--- config.mk ---
export PLATFORM = sky130hd
export DESIGN_NAME = voice_scheduler
export DESIGN_NICKNAME = d
export VERILOG_FILES = /design/src/rtl/voice_scheduler.sv
export SDC_FILE = /design/constraint.sdc
export NUM_CORES = 1
export LEC_CHECK = 0
export ABC_AREA = 0
export BUFFER_PORTS_ARGS = -buffer_cell sky130_fd_sc_hd__buf_2
export CAP_MARGIN = 20
export CORE_MARGIN = 4
export CORE_UTILIZATION = 45
export CTS_CLUSTER_SIZE = 8
export DETAILED_ROUTE_END_ITERATION = 10
export PLACE_DENSITY = 0.75
export SYNTH_ARGS = -nofsm -noshare
export SYNTH_HDL_FRONTEND = slang
export SYNTH_SLANG_ARGS = --single-unit
--- constraint.sdc ---
create_clock -name clk -period 6.11 [get_ports clk]
set_input_delay 0 -clock clk [delete_from_list [all_inputs] [get_ports clk]]
set_output_delay 0 -clock clk [all_outputs]
set_load 0.01 [all_outputs]
--- src/rtl/voice_scheduler.sv ---
// Fetches note words, places each on a fixed or first-free voice, and counts every voice down on a shared tick.
// Latency: request one cycle after IDLE, placement one cycle after capture. A word stalls in WAIT until its voice frees.
module voice_scheduler #(
  parameter int TICK_DIV = 2750,
  parameter int ADDR_W   = 30
) (
  input  logic              clk,
  input  logic              reset_n,
  input  logic              play,
  output logic              note_req,
  output logic [ADDR_W-1:0] note_addr,
  input  logic              note_valid,
  input  logic [31:0]       note_data,
  output logic [11:0]       freq1,
  output logic [11:0]       freq2,
  output logic [11:0]       freq3,
  output logic [11:0]       freq4,
  output logic [3:0]        voice_busy,
  output logic              song_end
);

  localparam logic [1:0] S_IDLE  = 2'd0;
  localparam logic [1:0] S_FETCH = 2'd1;
  localparam logic [1:0] S_PLACE = 2'd2;
  localparam logic [1:0] S_WAIT  = 2'd3;

  logic [1:0]  state;
  logic [11:0] pre_cnt;
  logic        tick;

  logic [11:0] w_hp;
  logic [7:0]  w_len;
  logic [1:0]  w_voice;
  logic        w_any;
  logic        w_eos;

  logic [11:0] freq_q [4];
  logic [7:0]  len_q  [4];

  logic [1:0]  tgt;
  logic        tgt_free;
  logic        evaluating;
  logic        advance;
  logic        load;
  logic        unused_data;

  assign unused_data = ^note_data[30:23];

  assign tick = (pre_cnt == 12'(TICK_DIV - 1));

  always_ff @(posedge clk or negedge reset_n) begin
    if (!reset_n) pre_cnt <= '0;
    else if (tick) pre_cnt <= '0;
    else pre_cnt <= pre_cnt + 12'd1;
  end

  // Uses registered busy, so a voice freed at this edge is only visible next cycle.
  always_comb begin
    tgt      = w_voice;
    tgt_free = !voice_busy[w_voice];
    if (w_any) begin
      tgt      = 2'd0;
      tgt_free = 1'b0;
      for (int i = 3; i >= 0; i--) begin
        if (!voice_busy[i]) begin
          tgt      = 2'(i);
          tgt_free = 1'b1;
        end
      end
    end
  end

  assign evaluating = (state == S_PLACE) || (state == S_WAIT);
  assign advance    = evaluating && (w_eos || (w_len == 8'd0) || tgt_free);
  assign load       = evaluating && !w_eos && (w_len != 8'd0) && tgt_free;
  assign note_req   = (state == S_FETCH);

  always_ff @(posedge clk or negedge reset_n) begin
    if (!reset_n) begin
      state     <= S_IDLE;
      note_addr <= '0;
      song_end  <= 1'b0;
      w_hp      <= '0;
      w_len     <= '0;
      w_voice   <= '0;
      w_any     <= 1'b0;
      w_eos     <= 1'b0;
    end else begin
      song_end <= 1'b0;
      case (state)
        S_IDLE: if (play) state <= S_FETCH;
        S_FETCH: begin
          if (note_valid) begin
            w_hp    <= note_data[11:0];
            w_len   <= note_data[19:12];
            w_voice <= note_data[21:20];
            w_any   <= note_data[22];
            w_eos   <= note_data[31];
            state   <= S_PLACE;
          end
        end
        default: begin
          if (advance) begin
            if (w_eos) begin
              note_addr <= '0;
              song_end  <= 1'b1;
            end else begin
              note_addr <= note_addr + ADDR_W'(1);
            end
            state <= play ? S_FETCH : S_IDLE;
          end else begin
            state <= S_WAIT;
          end
        end
      endcase
    end
  end

  // Loads only hit free voices, so a load never collides with a decrement.
  always_ff @(posedge clk or negedge reset_n) begin
    if (!reset_n) begin
      voice_busy <= '0;
      for (int i = 0; i < 4; i++) begin
        freq_q[i] <= '0;
        len_q[i]  <= '0;
      end
    end else begin
      for (int i = 0; i < 4; i++) begin
        if (load && (tgt == 2'(i))) begin
          freq_q[i]     <= w_hp;
          len_q[i]      <= w_len;
          voice_busy[i] <= 1'b1;
        end else if (tick && voice_busy[i]) begin
          len_q[i] <= len_q[i] - 8'd1;
          if (len_q[i] == 8'd1) begin
            freq_q[i]     <= '0;
            voice_busy[i] <= 1'b0;
          end
        end
      end
    end
  end

  assign freq1 = freq_q[0];
  assign freq2 = freq_q[1];
  assign freq3 = freq_q[2];
  assign freq4 = freq_q[3];

endmodule

==> run_results.csv <==
group,metric,value,unit
run_status,status,"completed",
worst_setup_path,r2r_cells,5,
synthesis,ys_seq_elements,153,
worst_setup_path,path_cells,"mux2i_1, a31o_2, and2_1, and2_1, mux2_2",
flow_run,maxCapViolCount,0,
cts,cts_resized,0,
global_routing,grt_remaining_overflow,0,
sta,hold_viol,0,
min_path,holdCritStartpoint,"note_valid",
worst_setup_path,reg2reg_to,"len_q[30]$_DFFE_PN0P_",
worst_setup_path,critical-path-top-delay-family,"simple AND/OR/NAND/NOR gates",
synthesis,synth_xor_area_share,3.641,%
synthesis,syn_nets,786,
min_path,hold_class,"input port to flip-flop",
worst_setup_path,cpMaxStageDelayCell,"and2_1",
sta,tns,0,ns
final_layout,diodes,0,
synthesis,ys_types,56,
worst_setup_path,arrival,3.23,ns
cts,clock_sinks,153,
synthesis,ys_warn_count,0,
synthesis,ys_seq_area_share,51.34,%
cts,cts_max_path_buffers,2,
final_layout,nNetsFinal,913,
worst_setup_path,crit_type,"flip-flop to flip-flop",
min_path,holdPathStages,4,
sta,rsz0062_at_grt,"false",
worst_setup_path,cpPeakStageDelay,0.70,ns
sta,finClkSkew,0.01471,ns
floorplan,initial_core_util,46.44,%
synthesis,synth_edf_count,0,
power,p_leak,0.004056,uW
placement,io_buffers,111,
route,vias_per_cell,5.737,
worst_setup_path,crit_fanout,21,
cts,cts_made_buffers,17,
sta,finalMaxSlewViolations,0,
route,drt-initial-drc-count,424,
worst_setup_path,crit_buf_inv,0,
sta,period_share,47.94,%
route,drcViolationCount,0,
route,drt_pass1_iterations,5,
synthesis,synthAdderAreaFrac,1.846,%
min_path,hold_end,"state[1]$_DFFE_PN0P_",
floorplan,fp.dieW,136.7,um
cts,clk_pin_slew,0.06,ns
sta,clock.fmax,0.3414,GHz
floorplan,row_count,46,
floorplan,ios,120,
synthesis,synth_top_family_by_area,"simple AND/OR/NAND/NOR gates",
worst_setup_path,path_common_cell,"and2_1",
synthesis,syn-cell-area,0.007457,mm^2
final_layout,drive_gt1_share,23.55,%
synthesis,synth-simple-area-share,20.57,%
sta,worst_slew_pin_slew,0.9829,ns
sta,period_needed,2.929,ns
route,drt_wl_total,19210,um
cts,cts-root-buf,"clkbuf_16",
global_routing,gr-usage-all-layers,20.89,%
worst_setup_path,crit_required,6.42,ns
sta,setup_ws,3.181,ns
route,vias,6282,
route,wl_per_cell,17.54,um
placement,place_ws,3.228,ns
cts,clk_latency,0.43,ns
cts,h-tree-depth,4,
sta,relSlewSlack,34.47,%
worst_setup_path,endpoint_kind,"flip-flop",
final_layout,filler_cell_count,1339,
final_layout,area_growth,21.48,%
global_routing,grt_max_degree,107,
synthesis,synthMuxAreaShare,6.443,%
synthesis,avgSynthCellArea,10.09,um^2
synthesis,synth_flop_cell,"dfrtp_1",
placement,dp_hpwl,12540,um
global_routing,first_global_vias,6011,
global_routing,antenna_found_initial,0,
cts,cts_tree,"yes",
power,vdd_drop_max,0.3336,mV
synthesis,synth_compound_area_share,13.04,%
floorplan,core,0.01606,mm^2
route,antenna_left,0,
placement,globalplace.congestion,0.8820,
synthesis,syn_inst,739,
worst_setup_path,cp-start-kind,"flip-flop",
power,p_per_area,461.7,mW/mm^2
sta,setup_violations,0,
floorplan,fp.dieH,136.7,um
floorplan,die_area,0.01870,mm^2
synthesis,ys_async_sr_fraction,100.0,%
worst_setup_path,r2r-start,"w_any$_DFFE_PN0P_",
global_routing,grt_pass1_wl,31000,um
worst_setup_path,reg2reg_slack,3.18,ns
[worst reg2reg max path, stage by stage (launching register included)]
cell     delay [ns]
dfrtp_1        0.54
mux2i_1        0.33
a31o_2         0.50
and2_1         0.34
and2_1         0.70
mux2_2         0.41
[state kept, by name (all words and copies together) (netlist names)]
| signal | count |
|---|---|
| note_addr | 30 |
| voice_busy | 4 |
| freq2 | 12 |
| freq1 | 12 |
| w_eos | 1 |
| freq3 | 12 |
| w_len | 8 |
| len_q | 32 |
| w_hp | 12 |
| w_voice | 2 |
| pre_cnt | 12 |
| state | 2 |
| w_any | 1 |
| freq4 | 12 |
| song_end | 1 |
[cell families (layout without fill, tap and decap cells)]
kind of cell	count (synthesis)	count (layout)
adder cells (fa/ha/maj)	11	11
XOR/XNOR	31	31
AO/OA/AOI/OAI	153	153
buffers and inverters	56	196
AND/OR/NAND/NOR	292	292
multiplexers	43	43
flip-flops	153	153
[cell usage in the layout (no fill, tap or decap), drive strengths merged, types with 11 or more instances in the layout]
cell type    instances
a21oi               24
a22o                13
buf                121
clkbuf              21
dfrtp              153
dlygate4sd3         26
ha                  11
inv                 20
mux2                40
nand2               83
nand3               63
nand4               28
nor2                29
nor4                14
o211ai              11
o21ai               61
o31ai               15
or3                 15
or4                 13
xnor2               22
[worst max-delay path by stage]
stage | startpoint | to | slack, ns | cells past startpoint
after floorplan | pre_cnt[1]$_DFF_PN0_ | freq4[10]$_DFFE_PN0P_ | 3.67 | 10
after global placement | w_any$_DFFE_PN0P_ | len_q[30]$_DFFE_PN0P_ | 3.29 | 5
after detailed placement | w_any$_DFFE_PN0P_ | len_q[30]$_DFFE_PN0P_ | 3.23 | 5
after CTS | w_any$_DFFE_PN0P_ | len_q[30]$_DFFE_PN0P_ | 3.20 | 5
after global routing | w_any$_DFFE_PN0P_ | len_q[28]$_DFFE_PN0P_ | 3.04 | 5
final | w_any$_DFFE_PN0P_ | len_q[30]$_DFFE_PN0P_ | 3.18 | 5
[metrics by stage]
step                      area, um^2  hold WS [ns]  cells  utilization [%]  power, uW
final                           9059       0.08116   1095            56.41       4183
after detailed placement        8220        0.1903   1036            51.19       3136
after global routing            9059        0.1203   1095            56.41       4437
after floorplan                 7457       -0.2956    739                -       2577
after CTS                       9054       0.07677   1094            56.38       4189
after global placement          8220        0.1885   1036            51.19       3104
[cells in the mapped netlist (2+ instances only)]
| library cell | instances | area share (%) |
|---|---|---|
| buf_2 | 6 | 0.40 |
| nor4_2 | 2 | 0.34 |
| o31ai_1 | 15 | 1.5 |
| nand2b_1 | 5 | 0.42 |
| a211oi_1 | 3 | 0.30 |
| or3_1 | 15 | 1.3 |
| o21a_1 | 2 | 0.20 |
| and3_1 | 8 | 0.67 |
| nor3b_1 | 2 | 0.20 |
| o21ai_0 | 51 | 3.4 |
| o21ai_1 | 10 | 0.67 |
| a211o_1 | 4 | 0.47 |
| clkbuf_1 | 31 | 1.6 |
| dfrtp_1 | 153 | 51 |
| nor3_1 | 7 | 0.47 |
| ha_1 | 11 | 1.8 |
| nand4_1 | 27 | 2.3 |
| xnor2_1 | 22 | 2.6 |
| nand2_1 | 83 | 4.2 |
| nor2_1 | 29 | 1.5 |
| o22a_1 | 2 | 0.23 |
| a31o_2 | 4 | 0.47 |
| inv_1 | 16 | 0.81 |
| and4b_1 | 2 | 0.27 |
| o211ai_1 | 11 | 1.1 |
| mux2i_1 | 3 | 0.40 |
| nand3b_1 | 6 | 0.60 |
| buf_6 | 2 | 0.30 |
| or4_1 | 12 | 1.2 |
| a21o_1 | 2 | 0.20 |
| and2_1 | 6 | 0.50 |
| nor2b_1 | 3 | 0.25 |
| o311ai_0 | 2 | 0.23 |
| a31oi_1 | 3 | 0.25 |
| a22o_1 | 13 | 1.5 |
| a21oi_1 | 24 | 1.6 |
| mux2_2 | 40 | 6.0 |
| nor4b_1 | 2 | 0.23 |
| nor4_1 | 12 | 1.0 |
| or2_2 | 2 | 0.17 |
| nand3_1 | 63 | 4.2 |
| xor2_1 | 9 | 1.1 |
[layer usage]
| layer | share of wire, % | track usage, % |
|---|---|---|
| met3 | 7.9 | 6.360 |
| met5 | 0 | 0 |
| met4 | 0.73 | 4.927 |
| met1 | 44 | 28.44 |
| met2 | 47 | 32.91 |
[repair_timing]
action	CTS	global route
endpoints found under the hold margin	130	0
hold buffers	26	0
buffers inserted	0	0
[power by group]
group	total (uW)	internal [uW]	switching [uW]
Combinational	1380	585	797
Clock	1020	589	435
Sequential	1780	1360	419
[cell type report]
| class | instances | area [um^2] | share of cell area, % |
|---|---|---|---|
| flip-flops and latches | 153 | 3829 | 42.27 |
| repair buffers | 147 | 894.6 | 9.876 |
| clock inverters | 11 | 112.6 | 1.243 |
| multi-input cells | 530 | 3428 | 37.85 |
| well taps | 216 | 270.3 | 2.983 |
| clock buffers | 21 | 460.4 | 5.083 |
| inverters | 17 | 63.81 | 0.7044 |
Note: power is estimated with default switching activity, not from simulation.
